**config.mk**
```make
export PLATFORM = sky130hd
export DESIGN_NAME = transmitter_flat
export DESIGN_NICKNAME = d
export VERILOG_FILES = /design/src/rtl/transmitter_if.sv /design/src/rtl/transmitter.sv /design/src/flat_wrapper.sv
export SDC_FILE = /design/constraint.sdc
export NUM_CORES = 1
export LEC_CHECK = 0
export BUFFER_PORTS_ARGS = -buffer_cell sky130_fd_sc_hd__buf_4
export CORE_UTILIZATION = 56
export DETAILED_ROUTE_END_ITERATION = 8
export PLACE_DENSITY_LB_ADDON = 0.2
export SLEW_MARGIN = 20
export SYNTH_ARGS = -nofsm -noshare
export SYNTH_HDL_FRONTEND = slang
export SYNTH_SLANG_ARGS = --single-unit
```
**constraint.sdc**
```tcl
create_clock -name clk -period 2.4 [get_ports clk]
set_input_delay 0.48 -clock clk [delete_from_list [all_inputs] [get_ports clk]]
set_output_delay 0.48 -clock clk [all_outputs]
set_load 0.005 [all_outputs]
```
**src/rtl/transmitter_if.sv**
```systemverilog
// Host-side character handshake for the UART transmitter: 7-bit data, load request, ready.
interface transmitter_if;
  localparam int unsigned DATA_W = 7;

  logic [DATA_W-1:0] data_in;
  logic              load;
  logic              ready;

  modport master (output data_in, output load, input ready);
  modport slave  (input data_in, input load, output ready);
endinterface

```
**src/rtl/transmitter.sv**
```systemverilog
// UART transmit stage: buffers 7-bit characters and sends start, odd parity, d6..d0, stop bit(s).
// Define TRANSMITTER_FIFO_EN for a FIFO_DEPTH-entry FIFO; otherwise a single holding register.
module transmitter #(
  parameter int unsigned STOP_BITS  = 1,
  parameter int unsigned FIFO_DEPTH = 4
) (
  input  logic         clk,
  input  logic         resetN,
  input  logic         tx_en,
  transmitter_if.slave host,
  output logic         tx,
  output logic         busy,
  output logic         parity
);
  localparam int unsigned DATA_W     = 7;
  localparam int unsigned SHIFT_W    = DATA_W + 1;
  localparam int unsigned CNT_W      = 3;
  localparam int unsigned STOP_CNT_W = 1;

  // Reject illegal configurations at elaboration
  if (STOP_BITS < 1 || STOP_BITS > 2 || FIFO_DEPTH < 2 || FIFO_DEPTH > 16 ||
      (FIFO_DEPTH & (FIFO_DEPTH - 1)) != 0) begin : g_bad_cfg
    $error("transmitter: unsupported STOP_BITS/FIFO_DEPTH");
  end

  typedef enum logic [1:0] {IDLE, START, SHIFT, STOP} state_t;

  state_t                state, state_nx;
  logic [SHIFT_W-1:0]    shift_q, shift_nx;
  logic [CNT_W-1:0]      bit_cnt, bit_cnt_nx;
  logic [STOP_CNT_W-1:0] stop_cnt, stop_cnt_nx;
  logic                  tx_nx, parity_nx;
  logic                  ready_q;
  logic                  push_c, pop_c, empty_c, head_par_c;
  logic [DATA_W-1:0]     head_c;

  assign push_c     = host.load & ready_q;
  assign host.ready = ready_q;
  assign head_par_c = ~^head_c;
  assign busy       = (state != IDLE) | ~empty_c;

`ifdef TRANSMITTER_FIFO_EN
  localparam int unsigned AW = $clog2(FIFO_DEPTH);
  localparam int unsigned PW = AW + 1;

  logic [DATA_W-1:0] mem [FIFO_DEPTH];
  logic [PW-1:0]     wr_ptr, rd_ptr, wr_ptr_nx, rd_ptr_nx;
  logic              full_nx;

  // Extra pointer MSB distinguishes full from empty when the index bits match
  always_comb begin
    wr_ptr_nx = wr_ptr + PW'(push_c);
    rd_ptr_nx = rd_ptr + PW'(pop_c);
    full_nx   = (wr_ptr_nx[AW] != rd_ptr_nx[AW]) &&
                (wr_ptr_nx[AW-1:0] == rd_ptr_nx[AW-1:0]);
  end

  assign empty_c = (wr_ptr == rd_ptr);
  assign head_c  = mem[rd_ptr[AW-1:0]];

  always_ff @(posedge clk or negedge resetN) begin
    if (!resetN) begin
      wr_ptr  <= '0;
      rd_ptr  <= '0;
      ready_q <= 1'b1;
    end else begin
      wr_ptr  <= wr_ptr_nx;
      rd_ptr  <= rd_ptr_nx;
      ready_q <= ~full_nx;
    end
  end

  always_ff @(posedge clk) begin
    if (push_c) mem[wr_ptr[AW-1:0]] <= host.data_in;
  end
`else
  logic [DATA_W-1:0] hold_q;
  logic              valid_q, valid_nx;

  assign valid_nx = push_c | (valid_q & ~pop_c);
  assign empty_c  = ~valid_q;
  assign head_c   = hold_q;

  always_ff @(posedge clk or negedge resetN) begin
    if (!resetN) begin
      hold_q  <= '0;
      valid_q <= 1'b0;
      ready_q <= 1'b1;
    end else begin
      if (push_c) hold_q <= host.data_in;
      valid_q <= valid_nx;
      ready_q <= ~valid_nx;
    end
  end
`endif

  // Frame sequencer: everything advances only on tx_en ticks
  always_comb begin
    state_nx    = state;
    shift_nx    = shift_q;
    bit_cnt_nx  = bit_cnt;
    stop_cnt_nx = stop_cnt;
    tx_nx       = tx;
    parity_nx   = parity;
    pop_c       = 1'b0;
    if (tx_en) begin
      case (state)
        IDLE: begin
          if (!empty_c) begin
            pop_c     = 1'b1;
            shift_nx  = {head_par_c, head_c};
            parity_nx = head_par_c;
            tx_nx     = 1'b0;
            state_nx  = START;
          end else begin
            tx_nx = 1'b1;
          end
        end
        START: begin
          tx_nx      = shift_q[SHIFT_W-1];
          bit_cnt_nx = '0;
          state_nx   = SHIFT;
        end
        SHIFT: begin
          if (bit_cnt == CNT_W'(DATA_W)) begin
            tx_nx       = 1'b1;
            stop_cnt_nx = '0;
            state_nx    = STOP;
          end else begin
            shift_nx   = {shift_q[SHIFT_W-2:0], 1'b0};
            tx_nx      = shift_q[SHIFT_W-2];
            bit_cnt_nx = bit_cnt + CNT_W'(1);
          end
        end
        STOP: begin
          if (stop_cnt == STOP_CNT_W'(STOP_BITS - 1)) begin
            // Chain straight into the next start bit when a character is waiting
            if (!empty_c) begin
              pop_c     = 1'b1;
              shift_nx  = {head_par_c, head_c};
              parity_nx = head_par_c;
              tx_nx     = 1'b0;
              state_nx  = START;
            end else begin
              tx_nx     = 1'b1;
              parity_nx = 1'b0;
              state_nx  = IDLE;
            end
          end else begin
            stop_cnt_nx = stop_cnt + STOP_CNT_W'(1);
          end
        end
        default: state_nx = IDLE;
      endcase
    end
  end

  always_ff @(posedge clk or negedge resetN) begin
    if (!resetN) begin
      state    <= IDLE;
      shift_q  <= '0;
      bit_cnt  <= '0;
      stop_cnt <= '0;
      tx       <= 1'b1;
      parity   <= 1'b0;
    end else begin
      state    <= state_nx;
      shift_q  <= shift_nx;
      bit_cnt  <= bit_cnt_nx;
      stop_cnt <= stop_cnt_nx;
      tx       <= tx_nx;
      parity   <= parity_nx;
    end
  end
endmodule

```
**src/flat_wrapper.sv**
```systemverilog
// flat-port wrapper written by rule: the top's interface ports become plain ports
module transmitter_flat 
#(
  parameter int unsigned STOP_BITS  = 1,
  parameter int unsigned FIFO_DEPTH = 4
)
  (clk, resetN, tx_en, tx, busy, parity, host_data_in, host_load, host_ready);
  transmitter_if host_i ();
  input  logic clk;
  input  logic resetN;
  input  logic tx_en;
  output logic tx;
  output logic busy;
  output logic parity;
  input wire logic [$bits(host_i.data_in)-1:0] host_data_in;
  input wire logic [$bits(host_i.load)-1:0] host_load;
  output wire logic [$bits(host_i.ready)-1:0] host_ready;
  assign host_i.data_in = host_data_in;
  assign host_i.load = host_load;
  assign host_ready = host_i.ready;
  transmitter #(.STOP_BITS(STOP_BITS), .FIFO_DEPTH(FIFO_DEPTH)) u_core (.clk(clk), .resetN(resetN), .tx_en(tx_en), .host(host_i), .tx(tx), .busy(busy), .parity(parity));
endmodule
```
# --- Word level (Yosys, flattened, before mapping) ---
# Index checks and enable logic that the tools add are counted.
classes:
  n_reduce_logical: 13
  add_sub_neg: 2
  n_eq_ne: 8
  n_bitwise: 6
  n_mux: 26
op_table:
  columns: ["op", "count"]
  rows:
  - ["$mux 8", 3]
  - ["$pmux 8 s3", 1]
  - ["$mux 1", 12]
  - ["$reduce_and 4->1", 3]
  - ["$pmux 2 s4", 1]
  - ["$reduce_bool 2->1", 4]
  - ["$reduce_xnor 7->1", 1]
  - ["$mux 2", 3]
  - ["$pmux 1 s2", 3]
  - ["$pmux 3 s2", 1]
  - ["$reduce_and 3->1", 2]
  - ["$eq 2x2->1 const B", 2]
  - ["$ne 2x1->1 const B", 2]
  - ["$ne 2x2->1 const B", 2]
  - ["$pmux 1 s4", 1]
  - ["$add 3x1->3 const B", 1]
  - ["$eq 3x3->1 const B", 1]
  - ["$mux 3", 1]
  - ["$reduce_bool 3->1", 1]
  - ["$and 1x1->1", 2]
  - ["$eq 2x1->1 const B", 1]
  - ["$logic_not 2->1", 1]
  - ["$not 1->1", 2]
  - ["$or 1x1->1", 2]
  - ["2 further kinds", 2]
totals:
  out_inout_bits: 4
  word_cells: 64
  regBits: 25
  inputBits: 11

# --- Longest topological paths before layout ---
# Gate-level depths: netlist (run 1).
depth:
  depth_word: 8
  ltp_mapped: 7
  depth_no_buf: 5

# --- Least setup slack after synthesis (run 1) ---
# No wires, ideal clock.
synth_timing:
  path_type: "register -> register"
  start: "register u_core.state[0]"
  end: "register u_core.shift_q[1]"
  n_path_buf: 1
  period_less_slack_ns: 1.916
  setup_time_ns: 0.125
  arrival_time_ns: 1.791
  t_required_ns: 2.275
  path_slack_ns: 0.484
  path_stages_with_launch: 7
  path_cell_list: "dfrtp_1 -> inv_1 -> ha_1 -> buf_6 -> or3b_1 -> a21oi_4 -> mux2_2"
synth_via:
  elab_chain_len: 3
  elab_cells_between_ends: 8
  classes_between: "eq/ne: 4; mux: 1; reduce/logical: 3"
synth_rtl:
  columns: ["element", "line_no", "source"]
  rows:
  - ["start, declared", "transmitter.sv:28", "state_t state, state_nx;"]
  - ["start signal, assigned", "transmitter.sv:167", "state <= state_nx;"]
  - ["$eq 2x2->1 / $logic_not 2->1 (equally long branches)", "transmitter.sv:107", "case (state)"]
  - ["$ne 2x2->1 (no source line) / $reduce_bool 3->1 (equally long branches)", null, null]
  - ["$reduce_and 4->1 (no source line)", null, null]
  - ["end signal, assigned", "transmitter.sv:168", "shift_q <= shift_nx;"]
  - ["end, declared", "transmitter.sv:29", "logic [SHIFT_W-1:0] shift_q, shift_nx;"]
# Parallel ways exist; a longest one is shown, timed or not.
# A chain may end at the register's enable or synchronous reset.

# --- Final worst setup path (run 1) ---
layout_timing:
  start: "register u_core.state[0]"
  end: "register u_core.shift_q[2]"
# Same word-level chain as after synthesis.

==> results of run 1 <==
[sequential cells by signal (all words and copies together), names as in the netlist]
name / flops
u_core.tx: 1
u_core.valid_q: 1
u_core.bit_cnt: 3
u_core.shift_q: 8
u_core.state: 2
u_core.host.ready: 1
u_core.head_c: 7
u_core.parity: 1
[layout make-up]
type	count	area, um^2
flip-flops and latches	24	603
multi-input cells	69	638
well taps	27	33.8
clock buffers	4	36.3
repair buffers	15	113
fillers	158	616
inverters	6	22.5
[power by group through the flow]
stage               logic (uW)  registers [uW]  clock network (uW)
global route              1190             801                 232
floorplan                  861             733                   0
finish                    1070             767                 213
detailed placement        1080             775                   0
CTS                       1080             766                 222
global placement          1030             761                   0
[cell usage in the layout, fill, tap and decap left out, types with 3 or more instances in the layout]
cell type  count
mux2_2        20
a22o_1         6
nand2_1        3
clkbuf_4       3
inv_1          6
o21ai_0        6
dfrtp_1       22
buf_4         15
nand3_1        3
ha_1           7
[layer usage]
metal	vias up	GRT usage (%)	routed length, um
met4	0	4.76	15
met1	409	29.7	1070
met2	17	33.1	1020
met5	-	0	0
li1	407	-	-
met3	2	7.10	74
[critical path, cell delays in order (launching register included)]
cell and delay (ns):
dfrtp_1 0.42, inv_1 0.10, ha_1 0.36, or3b_1 0.41, a21oi_4 0.30, mux2_2 0.37
[cells by family after synthesis]
family                   Yosys count  share of synthesized area [%]
buffers and inverters              9                           3.22
flip-flops                        24                           47.0
adder cells (fa/ha/maj)            7                           6.83
AO/OA/AOI/OAI                     20                           11.7
AND/OR/NAND/NOR                   16                           7.22
XOR/XNOR                           4                           4.88
multiplexers                      22                           19.1
[final timing paths]
| check | startpoint | to | slack [ns] |
|---|---|---|---|
| max in group asynchronous | resetN | u_core.host.ready | 2.08 |
| min in group clk | host_data_in[4] | u_core.head_c[4] | 0.38 |
| worst max register to register | u_core.state[0] | u_core.shift_q[2] | 0.33 |
| worst min-delay path | resetN | u_core.state[1] | 0.03 |
| worst max-delay path | u_core.state[0] | u_core.shift_q[2] | 0.33 |
| worst min register to register | u_core.shift_q[2] | u_core.shift_q[2] | 0.53 |
[per-stage QoR]
| stage | cell area [um^2] | instances | util [%] |
|---|---|---|---|
| after CTS | 1450 | 145 | 70.1 |
| after global routing | 1450 | 145 | 70.1 |
| after floorplan | 1280 | 102 | - |
| after detailed placement | 1410 | 141 | 68.4 |
| after global placement | 1410 | 141 | 68.4 |
| final | 1450 | 145 | 70.1 |
==> reports/qor.yml, run 1 <==
routing:
  via_per_inst: 5.76
  vias: 835
  drc_errors: 0
  routed_wl_mm: 2.18
  drtIter0Drc: 15
  wl_per_cell_um: 15.0
  dr.pass1.iters: 4
  ant_nets: 0
layout:
  drive_gt1_share_pct: 35.6
  area_growth_pct: 12.8
  diodes: 0
  final_nets: 137
timing:
  fmax_mhz: 483
  fin_ws_ns: 0.331
  worst_pin_slew_ns: 0.371
  setup-violations-final: 0
  rsz0062_at_grt: "false"
  finalCritPeriodShare_pct: 86.2
  clock_skew_ns: 0.00460
  fin_crit_ns: 2.07
  finalHoldViolCount: 0
  hold_slack_ns: 0.0274
  max_slew_margin_pct: 75.2
  tns_ns: 0
  finalMaxSlewViolations: 0
cts:
  cts_tree: "built"
  post_cts_buffers: 0
  cts_resized: 0
  clock_latency_ns: 0.32
  clock-sinks: 24
  htreeDepth: 1
  holdBufCountCts: 0
  numCtsBuffers: 3
  cts_root_buf: "clkbuf_4"
  cts.clk_slew.worst_paths_ns: 0.13
  cts_buffer_depth: 2
yosys:
  netlist.area_leader.share_pct: 42.9
  synth_common_cells: "22 x dfrtp_1, 20 x mux2_2, 7 x ha_1"
  yosysTopAreaCell: "dfrtp_1"
  synth_top_cells_by_area: "dfrtp_1 43%, mux2_2 18%, ha_1 6.8%, dfstp_2 4.1%, a22o_1 4.1%"
  syn_inst: 102
  ys_ff_latch: 24
  synth_nets: 120
  yosysUniqueCellTypes: 28
  ys_seq_area_share_pct: 47.0
  yosys_warnings: 0
  synth-edff-count: 0
  async_reset_ff_share_pct: 100
  netlist_area_um2: 1280
  syn_avg_cell_area_um2: 12.6
  synth_flop_cell: "dfrtp_1"
  synth_most_common_cell: "dfrtp_1"
critical_path:
  cp_max_fo: 8
  worstSetupEndpointType: "register"
  critPathLaunchType: "register"
  crit_type: "reg -> reg"
  arrival_ns: 2.28
  cp.required_ns: 2.61
  worst-r2r-cell-count: 5
job:
  max_cap_viol_count: 0
grt:
  antenna_found_initial: 0
  first_global_vias: 847
  grt_overflow_total: 0
  grt_max_degree: 25
  grt_usage_pct: 21.6
  grt_pass1_wl_mm: 3.88
die:
  num_rows: 16
  num_io_pins: 15
  start_util_pct: 62.2
  dieHeight_um: 49.9
  die_x_um: 49.9
  core_area_um2: 2060
  dieArea_um2: 2490
power_and_ir_drop:
  p_switching_uw: 735
  power_uw: 2050
  ir_drop_v: 0.000985
  p_int_uw: 1320
  power.share.switching_pct: 35.7
  p_seq_share_pct: 37.3
  powerDensity_nw_per_um2: 1420
  p_comb_share_pct: 52.3
  clockPowerShare_pct: 10.4
  p_leak_uw: 0.000676
placement:
  port_buffers: 14
  dpl.hpwl_mm: 1.61
  globalplace.congestion: 0.811
  dp_slack_ns: 0.321
outcome:
  status: "finished, final reports clean"
min_path:
  hold_class: "in -> async"
(Power assumes the default switching activity.)
==> run 2, diff against run 1 <==
- CTS_BUF_LIST: not set -> sky130_fd_sc_hd__clkbuf_8 sky130_fd_sc_hd__clkbuf_16
- SETUP_SLACK_MARGIN: not set -> 0.1
==> run 2 against run 1 <==
Compared with the run above:
- die area stayed put
- via count fell by 0.24%
- core utilization rose by 0.91 points
- hold slack improved by 0.060 ns
- worst setup slack hardly changed
- sequential share of layout area is 0.53 points lower
- total power grew 3.4%
- cell count did not move
- combinational power hardly changed
- critical path depth stayed put
- register-to-register slack about the same
- critical endpoint is now u_core.shift_q[4]
- highest routed layer unchanged
==> reports/qor.yml, run 2 (synthesized netlist as in run 1, its figures left out) <==
outcome:
  status: "finished, final reports clean"
layout:
  area_growth_pct: 14.2
  area.sequential_um2: 603  # unchanged
  final_util_pct: 71.1  # +0.91 points
  fin_cells: 145  # unchanged
  diodes: 0  # unchanged
  num-fill-cells: 154  # -2.5%
  multi_input_area_um2: 638  # unchanged
  regMostFlops: "u_core.shift_q"
  final_cell_mix: "22 x dfrtp_1, 20 x mux2_2, 15 x buf_4"
  drive_gt1_share_pct: 35.6  # unchanged
  final_cell_area_um2: 1470  # +1.3%
  mostFrequentLayoutCell: "dfrtp_1"
  largest_reg_flops: 8  # unchanged
  final_nets: 137  # unchanged
die:
  start_util_pct: 62.2  # unchanged
  die_x_um: 49.9  # unchanged
  num_rows: 16  # unchanged
  num_io_pins: 15  # unchanged
  dieHeight_um: 49.9  # unchanged
  core_area_um2: 2060  # unchanged
  dieArea_um2: 2490  # unchanged
critical_path:
  arrival_ns: 2.23  # -0.05 ns
  slowest_stage: "dfrtp_1"
  path_delay_family: "flip-flops"
  slowest_delay_ns: 0.41  # about the same
  cp_cell_sequence: "inv_1 -> ha_1 -> or3b_1 -> a21oi_4 -> mux2_2"
  worstSetupEndpointType: "register"
  cp.required_ns: 2.56  # -0.05 ns
  cp_max_fo: 8  # unchanged
  crit_type: "reg -> reg"
  critPathBufInv: 1  # unchanged
  critPathLaunchType: "register"
timing:
  hold_slack_ns: 0.0877  # +0.0604 ns
  finalMaxSlewViolations: 0  # unchanged
  finalHoldViolCount: 0  # unchanged
  fin_crit_ns: 2.07  # -0.000382 ns
  worst_pin_slew_ns: 0.368  # -0.00295 ns
  finalCritPeriodShare_pct: 86.2  # about the same
  clock_skew_ns: 0.00251  # -0.00209 ns
  setup-violations-final: 0  # unchanged
  tns_ns: 0  # unchanged
  max_slew_margin_pct: 75.4  # +0.20 points
  rsz0062_at_grt: "false"
  fmax_mhz: 483  # about the same
job:
  max_cap_viol_count: 0  # unchanged
cts:
  clock-sinks: 24  # unchanged
  cts_tree: "built"
  clock_latency_ns: 0.27  # -0.05 ns
  htreeDepth: 1  # unchanged
  cts_root_buf: "clkbuf_8"
  cts.clk_slew.worst_paths_ns: 0.08  # -0.05 ns
  cts_buffer_depth: 2  # unchanged
  holdBufCountCts: 0  # unchanged
  post_cts_buffers: 0  # unchanged
  cts_resized: 0  # unchanged
  numCtsBuffers: 3  # unchanged
routing:
  ant_nets: 0  # unchanged
  routed_wl_mm: 2.23  # +2.4%
  drc_errors: 0  # unchanged
  dr.pass1.iters: 4  # unchanged
  wl_per_cell_um: 15.4  # +2.4%
  drtIter0Drc: 13  # -2
  vias: 833  # -0.24%
  via_per_inst: 5.74  # -0.24%
grt:
  grt_max_degree: 25  # unchanged
  grt_pass1_wl_mm: 3.94  # +1.6%
  first_global_vias: 844  # -0.35%
  grt_usage_pct: 22.2  # +0.60 points
  antenna_found_initial: 0  # unchanged
  grt_overflow_total: 0  # unchanged
power_and_ir_drop:
  p_leak_uw: 0.000684  # +1.1%
  ir_drop_v: 0.00108  # +9.9%
  powerDensity_nw_per_um2: 1450  # +2.0%
placement:
  dpl.hpwl_mm: 1.61  # unchanged
  globalplace.congestion: 0.811  # unchanged
  port_buffers: 14  # unchanged
  dpl_cell_area_um2: 1410  # unchanged
  placed_cells: 141  # unchanged
min_path:
  hold_class: "in -> async"
run 2: cell counts in the layout (fill, tap and decap cells not counted):
Identical to the previous run, type by type.
run 2: worst paths after layout:
kind                            cells past startpoint  slack, ns               from           endpoint
worst max-delay path                                5       0.33    u_core.state[0]  u_core.shift_q[4]
worst min-delay path                                1       0.09             resetN    u_core.state[1]
worst max register to register                      5       0.33    u_core.state[0]  u_core.shift_q[4]
worst min register to register                      1       0.52  u_core.shift_q[2]  u_core.shift_q[2]
max in group asynchronous                           1       2.02             resetN  u_core.host.ready
min in group clk                                    2       0.43    host_data_in[4]   u_core.head_c[4]
run 2: where the power goes:
group	internal (uW)	switching [uW]	leakage [uW]
Clock	147	132	0.0000288
Sequential	615	156	0.000288
Combinational	613	460	0.000367
run 2: layout make-up:
| class | instances | area share (%) |
|---|---|---|
| Inverter | 6 | 1.54 |
| Timing Repair Buffer | 15 | 7.69 |
| Clock buffer | 4 | 3.76 |
| Tap cell | 27 | 2.31 |
| Multi-Input combinational cell | 69 | 43.6 |
| Sequential cell | 24 | 41.2 |
run 2: routing by layer:
layer | global-route usage, % | vias up | part of all wire, %
met5 | 0 | - | 0
met4 | 7.62 | 0 | 1.3
met3 | 7.10 | 5 | 3.7
met2 | 33.1 | 17 | 46
met1 | 30.3 | 408 | 49
li1 | - | 403 | -
run 2: metrics by stage:
step	total power (uW)	worst slack [ns]
floorplan	1590	0.484
global placement	1790	0.407
detailed placement	1850	0.321
CTS	2140	0.316
global route	2290	0.234
finish	2120	0.331
==> run 3, diff against run 2 <==
- BUFFER_PORTS_ARGS: -buffer_cell sky130_fd_sc_hd__buf_4 -> not set
- CORE_UTILIZATION: 56 -> 32
- DONT_BUFFER_PORTS: not set -> 1
==> run 3 against run 2 <==
Compared with the run above:
- register-to-register slack lost 0.02 ns
- total power grew 1.3%
- sequential cell count is the same
- cell count grew 5.5%
- critical path type unchanged
- die area grew 72%
- largest power group unchanged
- clock power grew 29%
- non-clock buffer count shrank 13
- clock skew grew 0.0037 ns
- largest cell class unchanged
- combinational power shrank 6%
- sequential power grew 0.8%
- clock-buffer cell count shrank 1
- highest routed layer unchanged
- cell area shrank 3.9%
==> reports/qor.yml, run 3 (synthesized netlist as in run 1, its figures left out) <==
power_and_ir_drop:
  p_leak_uw: 0.000628  # -8.3%
  ir_drop_v: 0.000648  # -40%
  powerDensity_nw_per_um2: 1530  # +5.4%
  power_uw: 2150  # +1.3%
timing:
  tns_ns: 0  # unchanged
  fin_crit_ns: 2.08  # +0.0155 ns
  rsz0062_at_grt: "false"
  finalHoldViolCount: 0  # unchanged
  fmax_mhz: 480  # -0.74%
  clock_skew_ns: 0.00618  # +0.00367 ns
  hold_slack_ns: 0.0388  # -0.0489 ns
  worst_pin_slew_ns: 0.509  # +0.140 ns
  finalMaxSlewViolations: 0  # unchanged
  max_slew_margin_pct: 66.1  # -9.3 points
  setup-violations-final: 0  # unchanged
  finalCritPeriodShare_pct: 86.8  # +0.65 points
grt:
  grt_busiest_layer: "met2"
  antenna_found_initial: 0  # unchanged
  grt_max_degree: 23  # -8.0%
  grtUsageMet3_pct: 2.78  # -4.3 points
  met1_usage_pct: 17.6  # -13 points
  grt_pass1_wl_mm: 4.00  # +1.4%
  first_global_vias: 798  # -5.5%
  met2_usage_pct: 19.3  # -14 points
  grt_overflow_total: 0  # unchanged
  grt_usage_pct: 12.7  # -9.4 points
placement:
  dpl.hpwl_mm: 1.73  # +7.5%
  globalplace.congestion: 0.732  # -9.7%
  port_buffers: 0  # -14
  dpl_cell_area_um2: 1330  # -5.6%
critical_path:
  worstSetupEndpointType: "register"
  cp.required_ns: 2.56  # about the same
  crit_type: "reg -> reg"
  arrival_ns: 2.24  # about the same
  critPathLaunchType: "register"
  cp_max_fo: 8  # unchanged
routing:
  drc_errors: 0  # unchanged
  via_per_inst: 5.08  # -12%
  dr.pass1.iters: 4  # unchanged
  routed_wl_mm: 2.43  # +8.7%
  ant_nets: 0  # unchanged
  wl_per_cell_um: 15.9  # +3.0%
  drtIter0Drc: 19  # +6
  vias: 777  # -6.7%
cts:
  clock-sinks: 24  # unchanged
  cts_buffer_depth: 2  # unchanged
  cts_tree: "built"
  clock_latency_ns: 0.27  # about the same
  cts_root_buf: "clkbuf_8"
  htreeDepth: 1  # unchanged
  numCtsBuffers: 3  # unchanged
  post_cts_buffers: 0  # unchanged
  cts.clk_slew.worst_paths_ns: 0.09  # about the same
die:
  dieHeight_um: 65.3  # +31%
  core_area_um2: 3740  # +82%
  num_rows: 22  # +6
  num_io_pins: 15  # unchanged
  start_util_pct: 34.3  # -28 points
  dieArea_um2: 4260  # +72%
  die_x_um: 65.3  # +31%
layout:
  multi_input_area_um2: 638  # unchanged
  final_util_pct: 37.6  # -33 points
  diodes: 0  # unchanged
  final_cell_mix: "22 x dfrtp_1, 20 x mux2_2, 7 x ha_1"
  num-fill-cells: 390  # +150%
  largest_reg_flops: 8  # unchanged
  regMostFlops: "u_core.shift_q"
  area.sequential_um2: 603  # unchanged
  final_cell_area_um2: 1410  # -3.9%
  area_growth_pct: 9.76
  final_nets: 124  # -9.5%
  mostFrequentLayoutCell: "dfrtp_1"
  drive_gt1_share_pct: 27.6  # -8.0 points
min_path:
  hold_class: "in -> async"
outcome:
  status: "finished, final reports clean"
job:
  max_cap_viol_count: 0  # unchanged
==> run 3: critical path, stage by stage (launching register included) <==
cell and delay [ns]:
dfrtp_1 0.42, inv_1 0.11, ha_1 0.35, or3b_1 0.43
a21oi_4 0.30, mux2_2 0.37
==> run 3: area by class of cell <==
type,count,area share [%]
multi-input cells,69,45.3
clock inverters,1,2.13
well taps,48,4.27
flip-flops and latches,24,42.8
inverters,6,1.60
clock buffers,3,2.93
repair buffers,2,0.889
==> run 3: per-stage QoR <==
stage | cells | setup WS [ns]
after floorplan | 102 | 0.484
after global placement | 148 | 0.391
after detailed placement | 148 | 0.325
after CTS | 153 | 0.314
after global routing | 153 | 0.243
final | 153 | 0.316
==> run 3: path summary, 6_finish.rpt <==
| path | cells after the start | slack [ns] | start | endpoint |
|---|---|---|---|---|
| max | 5 | 0.32 | u_core.state[1] | u_core.shift_q[3] |
| max reg2reg | 5 | 0.32 | u_core.state[1] | u_core.shift_q[3] |
| max in group asynchronous | 1 | 1.89 | resetN | u_core.head_c[0] |
| min reg2reg | 1 | 0.52 | u_core.shift_q[2] | u_core.shift_q[2] |
| min in group clk | 1 | 0.36 | host_data_in[3] | u_core.head_c[3] |
| min | 0 | 0.04 | resetN | u_core.tx |
==> run 3: timing repair <==
item / in CTS / in global routing
endpoints found under the setup margin: 0 / 0
gates resized for setup: 0 / 0
hold buffers: 1 / 0
endpoints found under the hold margin: 22 / 0
==> run 3: per-layer routing <==
metal / up-vias / wire, um
met4: 0 / 12
met1: 392 / 1190
met3: 2 / 62
li1: 376 / -
met5: - / 0
met2: 7 / 1160
==> run 3: power breakdown <==
part / switching, uW / internal, uW
Clock: 138 / 223
Combinational: 443 / 570
Sequential: 161 / 616
Total: 742 / 1410
